File: config.mk
export PLATFORM = sky130hd
export DESIGN_NAME = instruction_fetch_sequencer
export DESIGN_NICKNAME = d
export VERILOG_FILES = /design/src/rtl/instruction_fetch_sequencer.sv
export SDC_FILE = /design/constraint.sdc
export NUM_CORES = 1
export LEC_CHECK = 0
export BUFFER_PORTS_ARGS = -buffer_cell sky130_fd_sc_hd__buf_2
export CORE_MARGIN = 10
export CORE_UTILIZATION = 28
export CTS_CLUSTER_SIZE = 24
export DETAILED_ROUTE_END_ITERATION = 10
export PLACE_DENSITY_LB_ADDON = 0.15
export SYNTH_ARGS = -nofsm -noshare
export SYNTH_HDL_FRONTEND = slang
export SYNTH_SLANG_ARGS = --single-unit
File: constraint.sdc
create_clock -name Clock -period 2.3 [get_ports Clock]
set_clock_uncertainty 0.05 [all_clocks]
set_input_delay 0.23 -clock Clock [delete_from_list [all_inputs] [get_ports Clock]]
set_output_delay 0.23 -clock Clock [all_outputs]
set_load 0.02 [all_outputs]
File: src/rtl/instruction_fetch_sequencer.sv
// Fetches one 16-bit instruction as two byte reads (PC, then PC+1) and streams
// each byte into the instruction register; owns the PC and flags read timeouts.
module instruction_fetch_sequencer #(
  parameter int                    ADDR_WIDTH     = 16,
  parameter logic [ADDR_WIDTH-1:0] RESET_PC       = '0,
  parameter int                    TIMEOUT_CYCLES = 15
) (
  input  logic                  Clock,
  input  logic                  Reset,
  input  logic                  Start,
  input  logic                  PCLoad,
  input  logic [ADDR_WIDTH-1:0] PCIn,
  output logic                  MemRead,
  output logic [ADDR_WIDTH-1:0] MemAddr,
  input  logic [7:0]            MemData,
  input  logic                  MemReady,
  output logic [7:0]            IRData,
  output logic                  IRWrite,
  output logic                  IRLH,
  output logic [ADDR_WIDTH-1:0] PC,
  output logic                  Busy,
  output logic                  Done,
  output logic                  Error
);

  typedef enum logic [1:0] {
    IDLE     = 2'd0,
    FETCH_LO = 2'd1,
    FETCH_HI = 2'd2,
    WRITE_HI = 2'd3
  } state_t;

  localparam logic [7:0]            TMO_LAST = 8'(TIMEOUT_CYCLES - 1);
  localparam logic [ADDR_WIDTH-1:0] PC_INC1  = ADDR_WIDTH'(1);
  localparam logic [ADDR_WIDTH-1:0] PC_INC2  = ADDR_WIDTH'(2);

  state_t                  state_q,    state_d;
  logic [ADDR_WIDTH-1:0]   pc_q,       pc_d;
  logic                    mem_read_q, mem_read_d;
  logic [ADDR_WIDTH-1:0]   mem_addr_q, mem_addr_d;
  logic [7:0]              ir_data_q,  ir_data_d;
  logic                    ir_write_q, ir_write_d;
  logic                    ir_lh_q,    ir_lh_d;
  logic                    busy_q,     busy_d;
  logic                    done_q,     done_d;
  logic                    error_q,    error_d;
  logic [7:0]              tmo_cnt_q,  tmo_cnt_d;

  always_ff @(posedge Clock) begin
    if (Reset) begin
      state_q    <= IDLE;
      pc_q       <= RESET_PC;
      mem_read_q <= 1'b0;
      mem_addr_q <= '0;
      ir_data_q  <= '0;
      ir_write_q <= 1'b0;
      ir_lh_q    <= 1'b0;
      busy_q     <= 1'b0;
      done_q     <= 1'b0;
      error_q    <= 1'b0;
      tmo_cnt_q  <= '0;
    end else begin
      state_q    <= state_d;
      pc_q       <= pc_d;
      mem_read_q <= mem_read_d;
      mem_addr_q <= mem_addr_d;
      ir_data_q  <= ir_data_d;
      ir_write_q <= ir_write_d;
      ir_lh_q    <= ir_lh_d;
      busy_q     <= busy_d;
      done_q     <= done_d;
      error_q    <= error_d;
      tmo_cnt_q  <= tmo_cnt_d;
    end
  end

  always_comb begin
    state_d    = state_q;
    pc_d       = pc_q;
    mem_read_d = mem_read_q;
    mem_addr_d = mem_addr_q;
    ir_data_d  = ir_data_q;
    ir_write_d = 1'b0;
    ir_lh_d    = ir_lh_q;
    done_d     = 1'b0;
    error_d    = error_q;
    tmo_cnt_d  = tmo_cnt_q;

    case (state_q)
      IDLE: begin
        // A PC load shadows a simultaneous Start; the fetch must be re-requested.
        if (PCLoad) begin
          pc_d = PCIn;
        end else if (Start) begin
          state_d    = FETCH_LO;
          mem_read_d = 1'b1;
          mem_addr_d = pc_q;
          error_d    = 1'b0;
          tmo_cnt_d  = '0;
        end
      end

      FETCH_LO: begin
        if (MemReady) begin
          ir_data_d  = MemData;
          ir_write_d = 1'b1;
          ir_lh_d    = 1'b0;
          mem_addr_d = pc_q + PC_INC1;
          tmo_cnt_d  = '0;
          state_d    = FETCH_HI;
        end else if (tmo_cnt_q == TMO_LAST) begin
          error_d    = 1'b1;
          mem_read_d = 1'b0;
          tmo_cnt_d  = '0;
          state_d    = IDLE;
        end else begin
          tmo_cnt_d  = tmo_cnt_q + 8'd1;
        end
      end

      FETCH_HI: begin
        // Done is raised together with the high-byte strobe so both land in WRITE_HI.
        if (MemReady) begin
          ir_data_d  = MemData;
          ir_write_d = 1'b1;
          ir_lh_d    = 1'b1;
          mem_read_d = 1'b0;
          pc_d       = pc_q + PC_INC2;
          tmo_cnt_d  = '0;
          done_d     = 1'b1;
          state_d    = WRITE_HI;
        end else if (tmo_cnt_q == TMO_LAST) begin
          error_d    = 1'b1;
          mem_read_d = 1'b0;
          tmo_cnt_d  = '0;
          state_d    = IDLE;
        end else begin
          tmo_cnt_d  = tmo_cnt_q + 8'd1;
        end
      end

      WRITE_HI: begin
        state_d = IDLE;
      end

      default: begin
        state_d    = IDLE;
        mem_read_d = 1'b0;
      end
    endcase

    busy_d = (state_d == FETCH_LO) || (state_d == FETCH_HI);
  end

  assign MemRead = mem_read_q;
  assign MemAddr = mem_addr_q;
  assign IRData  = ir_data_q;
  assign IRWrite = ir_write_q;
  assign IRLH    = ir_lh_q;
  assign PC      = pc_q;
  assign Busy    = busy_q;
  assign Done    = done_q;
  assign Error   = error_q;

endmodule

# --- Word level (Yosys, flattened, before mapping) ---
# Cells that the tools add are included.
word_totals:
  reg_bits: 56
  inputBits: 29
  output_inout_bits: 46
  elab_cells: 80
classes:
  addsub: 3
  eq_ne: 14
  muxes: 33
  bitwise: 2
  reduce_logical: 17
ops:
  columns: ["cell", "n"]
  rows:
  - ["2-to-1 mux 16 bit", 5]
  - ["one-hot mux 16 bit (2 select lines)", 2]
  - ["2-to-1 mux 8 bit", 4]
  - ["adder 16 x 1 -> 16 bit (second input constant)", 1]
  - ["adder 16 x 2 -> 16 bit (second input constant)", 1]
  - ["one-hot mux 8 bit (2 select lines)", 1]
  - ["!= test 2 bit (second input constant)", 7]
  - ["2-to-1 mux 1 bit", 12]
  - ["2-to-1 mux 2 bit", 5]
  - ["AND reduction 3 bit", 3]
  - ["adder 8 x 1 -> 8 bit (second input constant)", 1]
  - ["== test 8 x 4 -> 1 bit (second input constant)", 1]
  - ["one-hot mux 2 bit (4 select lines)", 1]
  - ["AND reduction 4 bit", 2]
  - ["nonzero test 2 bit", 4]
  - ["== test 2 bit (second input constant)", 3]
  - ["OR reduction 2 bit", 3]
  - ["AND reduction 5 bit", 1]
  - ["== test 2 x 1 -> 1 bit (second input constant)", 2]
  - ["one-hot mux 1 bit (2 select lines)", 2]
  - ["one-hot mux 1 bit (3 select lines)", 1]
  - ["nonzero test 3 bit", 1]
  - ["logical NOT 2 bit", 1]
  - ["!= test 2 x 1 -> 1 bit (second input constant)", 1]
  - ["3 further kinds", 4]

# --- Longest topological paths before layout ---
depth:
  ltp_word: 6
  ltp_mapped: 9
  depth_no_buf: 7

# --- Worst setup path after synthesis ---
# OpenSTA, ideal clock, no wires.
synth_path:
  kind: "register to register"
  start: "register pc_q[2], in the netlist PC[2]"
  end: "register mem_addr_q[13], in the netlist MemAddr[13]"
  setup_time_ns: 0.079
  t_arrival_ns: 1.844
  required_time_ns: 2.171
  setup_slack_ns: 0.326
  path_stages_with_launch: 7
  n_path_buf: 0
  period_less_slack_ns: 1.974
  cell_sequence: "dfxtp_1 ha_1 nand3_4 or4_4 nor2_4 xnor2_1 a211oi_2"
synth_via:
  elab_chain_cells: 3
synth_lines:
  columns: ["item", "line", "rtl"]
  rows:
  - ["start: declaration", "38", "logic [ADDR_WIDTH-1:0] pc_q, pc_d;"]
  - ["start signal: assignment", "64", "pc_q <= pc_d;"]
  - ["adder 16 x 1 -> 16 bit", "108", "mem_addr_d = pc_q + PC_INC1;"]
  - ["2-to-1 mux 16 bit", "104", "if (MemReady) begin"]
  - ["one-hot mux 16 bit (2 select lines)", "89", "case (state_q)"]
  - ["end signal: assignment", "66", "mem_addr_q <= mem_addr_d;"]
  - ["end: declaration", "40", "logic [ADDR_WIDTH-1:0] mem_addr_q, mem_addr_d;"]
# Every way passes these cells. The select of a mux whose other input is x is not followed.
# A chain may end at the register's enable or synchronous reset.

# --- Worst setup path after layout ---
layout_path:
  start: "register pc_q[1], in the netlist PC[1]"
  end: "register mem_addr_q[13], in the netlist MemAddr[13]"
# The elaborated chain is that of the path after synthesis.

==> key figures <==
Run status
  – Run status: complete, no violations

Clocking
  – Clock-pin slew reported for the worst setup and hold paths after clock tree synthesis: around 0.11 ns
  – Clk buf depth: 2
  – Clk root buf: clkbuf_8
  – Post-CTS setup buffers: 0
  – H-tree depth: 2
  – CTS buffer count: 5
  – Number of gates resized after cts: 0
  – Total of hold buffers inserted after clock tree synthesis: 0
  – Clock insertion delay at the later pin of the skew report: around 0.32 ns
  – Clock tree from TritonCTS: built
  – CTS sink count: 56

Routing
  – TritonRoute pass-1 iters: 4
  – Post-detailed-routing wire length: 8690 um
  – Average detailed-routed wire length per instance: around 15 um
  – DRC violation count after routing: 0
  – Residual antenna-violating net count after detailed routing: 0
  – Vias per Instance: 4.83
  – Count of vias placed by the detailed router: 2712
  – DRC marker count from the first detailed-route iteration: roughly 100

Hold path
  – Count of cells along the worst hold path: 3
  – Worst hold-check path type: in2reg
  – Worst hold endpoint: IRData[6]
  – Hold path startpoint: MemData[6]

Synth
  – Simple-gate area share of the yosys netlist: between 20% and 30%
  – Portion of synthesized cell area occupied by the leading cell type: a little under two fifths
  – XOR/XNOR share of the synthesized area: 7.06%
  – Cells after Synth: between 300 and 400
  – Mux share of post-synthesis cell area: between 1 and 1.5%
  – Synthesized area per cell: around 8.3 um^2
  – Ys flop type: dfxtp_1
  – Number of synthesized flops with an enable pin: 0
  – Fraction of the mapped netlist area in adder cells: 3.36%
  – Net count after synthesis: just under 400
  – FFs w/ async S/R, synth: 0%
  – Unique cell type count in the Yosys netlist: between 50 and 60
  – Syn Std Cell Area: between 2000 and 3000 um^2
  – Largest area contributor in the synthesized netlist: dfxtp_1
  – Count leader, synth: dfxtp_1
  – Combinational family with the most area after synthesis: simple AND/OR/NAND/NOR gates
  – Sequential fraction of the synthesis area: between 30% and 40%
  – Area fraction in compound gates after synthesis: about a fifth
  – Top post-synthesis cells by area: dfxtp_1 38%, nor2_1 5.9%, a211oi_1 4.5%, xnor2_1 3.8%, nand2_1 3.8%
  – Synth Warn #: 0
  – Leading post-synthesis cells by instance count: 56 x dfxtp_1, 47 x nor2_1, 30 x nand2_1
  – Post-synthesis sequential element count: 56

Worst setup path
  – Critical path class: reg2reg
  – Crit. Startpoint: PC[1]
  – Worst r2r src: PC[1]
  – Worst setup slack for register-to-register paths: 0.24 ns
  – Worst reg-to-reg path cell count: 6
  – Endpoint of the worst-slack reg-to-reg timing path: MemAddr[13]
  – Worst setup SP type: flip-flop
  – Crit Path Max Fanout: 8
  – Critical path capture point type: flip-flop
  – Required time reported for the critical path endpoint: 2.49 ns
  – Crit path arrival time: about 2.3 ns

Die
  – Floorplan core area: 10300 um^2
  – Width of the die: 123 um
  – Die footprint: 15200 um^2
  – Num ports: between 70 and 80
  – FP Rows: 37
  – Chip Height: approximately 120 um
  – Initial Utilization: 28.9%

Pwr
  – Power density over the cells: ~790 nW/um^2
  – Static Leak: 1.39 nW
  – Maximum ir drop on the vdd rail: 0.253 mV

Placed design
  – Total placed instance area: between 3000 and 4000 um^2
  – Post-detailed-placement half-perimeter wirelength: around 6600 um
  – Count of buffers from port buffering: 74
  – Routability congestion estimate from global placement: ~0.83

GRT
  – Global-route total usage across every layer: between 10% and 20%
  – Pin count of the biggest net entering global routing: 33
  – Initial antenna violation count: 0
  – Wire length of the first global-routing pass: 13800 um
  – Via count of the first global-routing pass: between 2000 and 3000
  – Remaining global-route overflow: 0

Cells and area
  – Share of layout cells above drive strength 1: between 20 and 30%
  – Antenna diodes: 0
  – Area growth from synthesis to layout: 20.7%
  – # nets final: ~460
  – Post-Layout Inst Area: 3600 um^2
  – Utilization after layout: 34.8%

Timing
  – Worst rel slew slack: between 60% and 70%
  – Number of endpoints with negative hold slack in the final report: 0
  – Final total negative setup slack: 0 ns
  – Slew Viols, Final: 0
  – Max Fclk: 486 MHz
  – RSZ-0062 raised after global routing: false
  – Setup violation total in the final timing report: 0
  – Ratio of final minimum period to clock period: between 80 and 90%
  – Actual transition at the worst max-transition pin: about 0.55 ns
  – Post-layout minimum cycle time: between 2 and 2.5 ns

Flow run
  – Number of max-cap violations: 0
-- cell families (layout without fill, tap and decap cells) --
| kind of cell | after synthesis | in the layout |
|---|---|---|
| simple gates | 152 | 152 |
| compound gates | 80 | 80 |
| flops | 56 | 56 |
| buf+inv | 34 | 101 |
| xor+xnor | 24 | 24 |
| fa+ha+maj | 8 | 8 |
| mux | 4 | 4 |
-- registers in the layout, summed over array words and instances (netlist names) --
signal / count
MemAddr: 16
IRData: 8
PC: 16
Error: 1
IRLH: 1
Done: 1
tmo_cnt_q: 8
Busy: 1
MemRead: 1
IRWrite: 1
state_q: 2
-- per-layer routing --
layer  up-vias  global-route usage [%]  share of wire (%)
li1       1401                       -                  -
met1      1243                    13.3                 46
met2        58                    19.3                 47
met3        10                    3.19                5.9
met4         0                    2.62               0.98
met5         -                       0                  0
-- how the worst max path moves through the flow --
stage / end / slack [ns]
floorplan: MemAddr[13] / 0.33
global placement: MemAddr[13] / 0.29
detailed placement: MemAddr[12] / 0.25
CTS: MemAddr[12] / 0.22
global route: MemAddr[9] / 0.02
finish: MemAddr[13] / 0.24
-- critical path, stage by stage (launching register included) --
cell,delay [ns]
dfxtp_1,0.50
ha_1,0.32
nand3_4,0.14
or4_4,0.58
nor2_4,0.11
xnor2_1,0.08
a211oi_2,0.21
-- layout by cell type (no fill, tap or decap), types with 2 or more instances in the layout --
master / count
a2111oi_0: 2
a211oi_1: 18
a211oi_2: 3
a21oi_1: 20
a22oi_1: 6
a31oi_1: 6
and2_1: 4
and3_1: 4
buf_2: 74
buf_4: 12
clkbuf_8: 6
clkinvlp_4: 2
dfxtp_1: 56
ha_1: 8
inv_1: 6
mux2i_1: 4
nand2_1: 30
nand2b_1: 5
nand3_1: 22
nand4_1: 4
nor2_1: 47
nor2b_1: 6
nor3_1: 6
nor3_2: 3
nor3b_1: 3
nor4_1: 4
o21ai_0: 7
o22a_1: 2
o22ai_1: 4
or2_2: 2
or3_1: 2
xnor2_1: 13
xor2_1: 11
-- area by class of cell --
cell class                 count  area (um^2)
tap                          136          170
multi-input combinational    268         1700
timing repair buffer          87          480
fill                        1111         6730
inverter                       6         22.5
clock buffer                   6         82.6
clock inverter                 2         15.0
sequential                    56         1120
-- through the flow --
stage / setup slack [ns] / std cells / power (mW) / hold slack [ns]
after floorplan: 0.326 / 358 / 1.94 / 0.264
after global placement: 0.291 / 553 / 2.27 / 0.390
after detailed placement: 0.249 / 553 / 2.28 / 0.398
after CTS: 0.218 / 561 / 2.88 / 0.101
after global routing: 0.0230 / 561 / 3.03 / 0.0922
final: 0.241 / 561 / 2.83 / 0.112
-- power breakdown --
part           switching (mW)  internal [mW]  total (mW)
logic                   0.608          0.387       0.995
registers               0.140           1.11        1.25
clock network           0.344          0.245       0.589
total                    1.09           1.74        2.83
(Power assumes the default switching activity.)
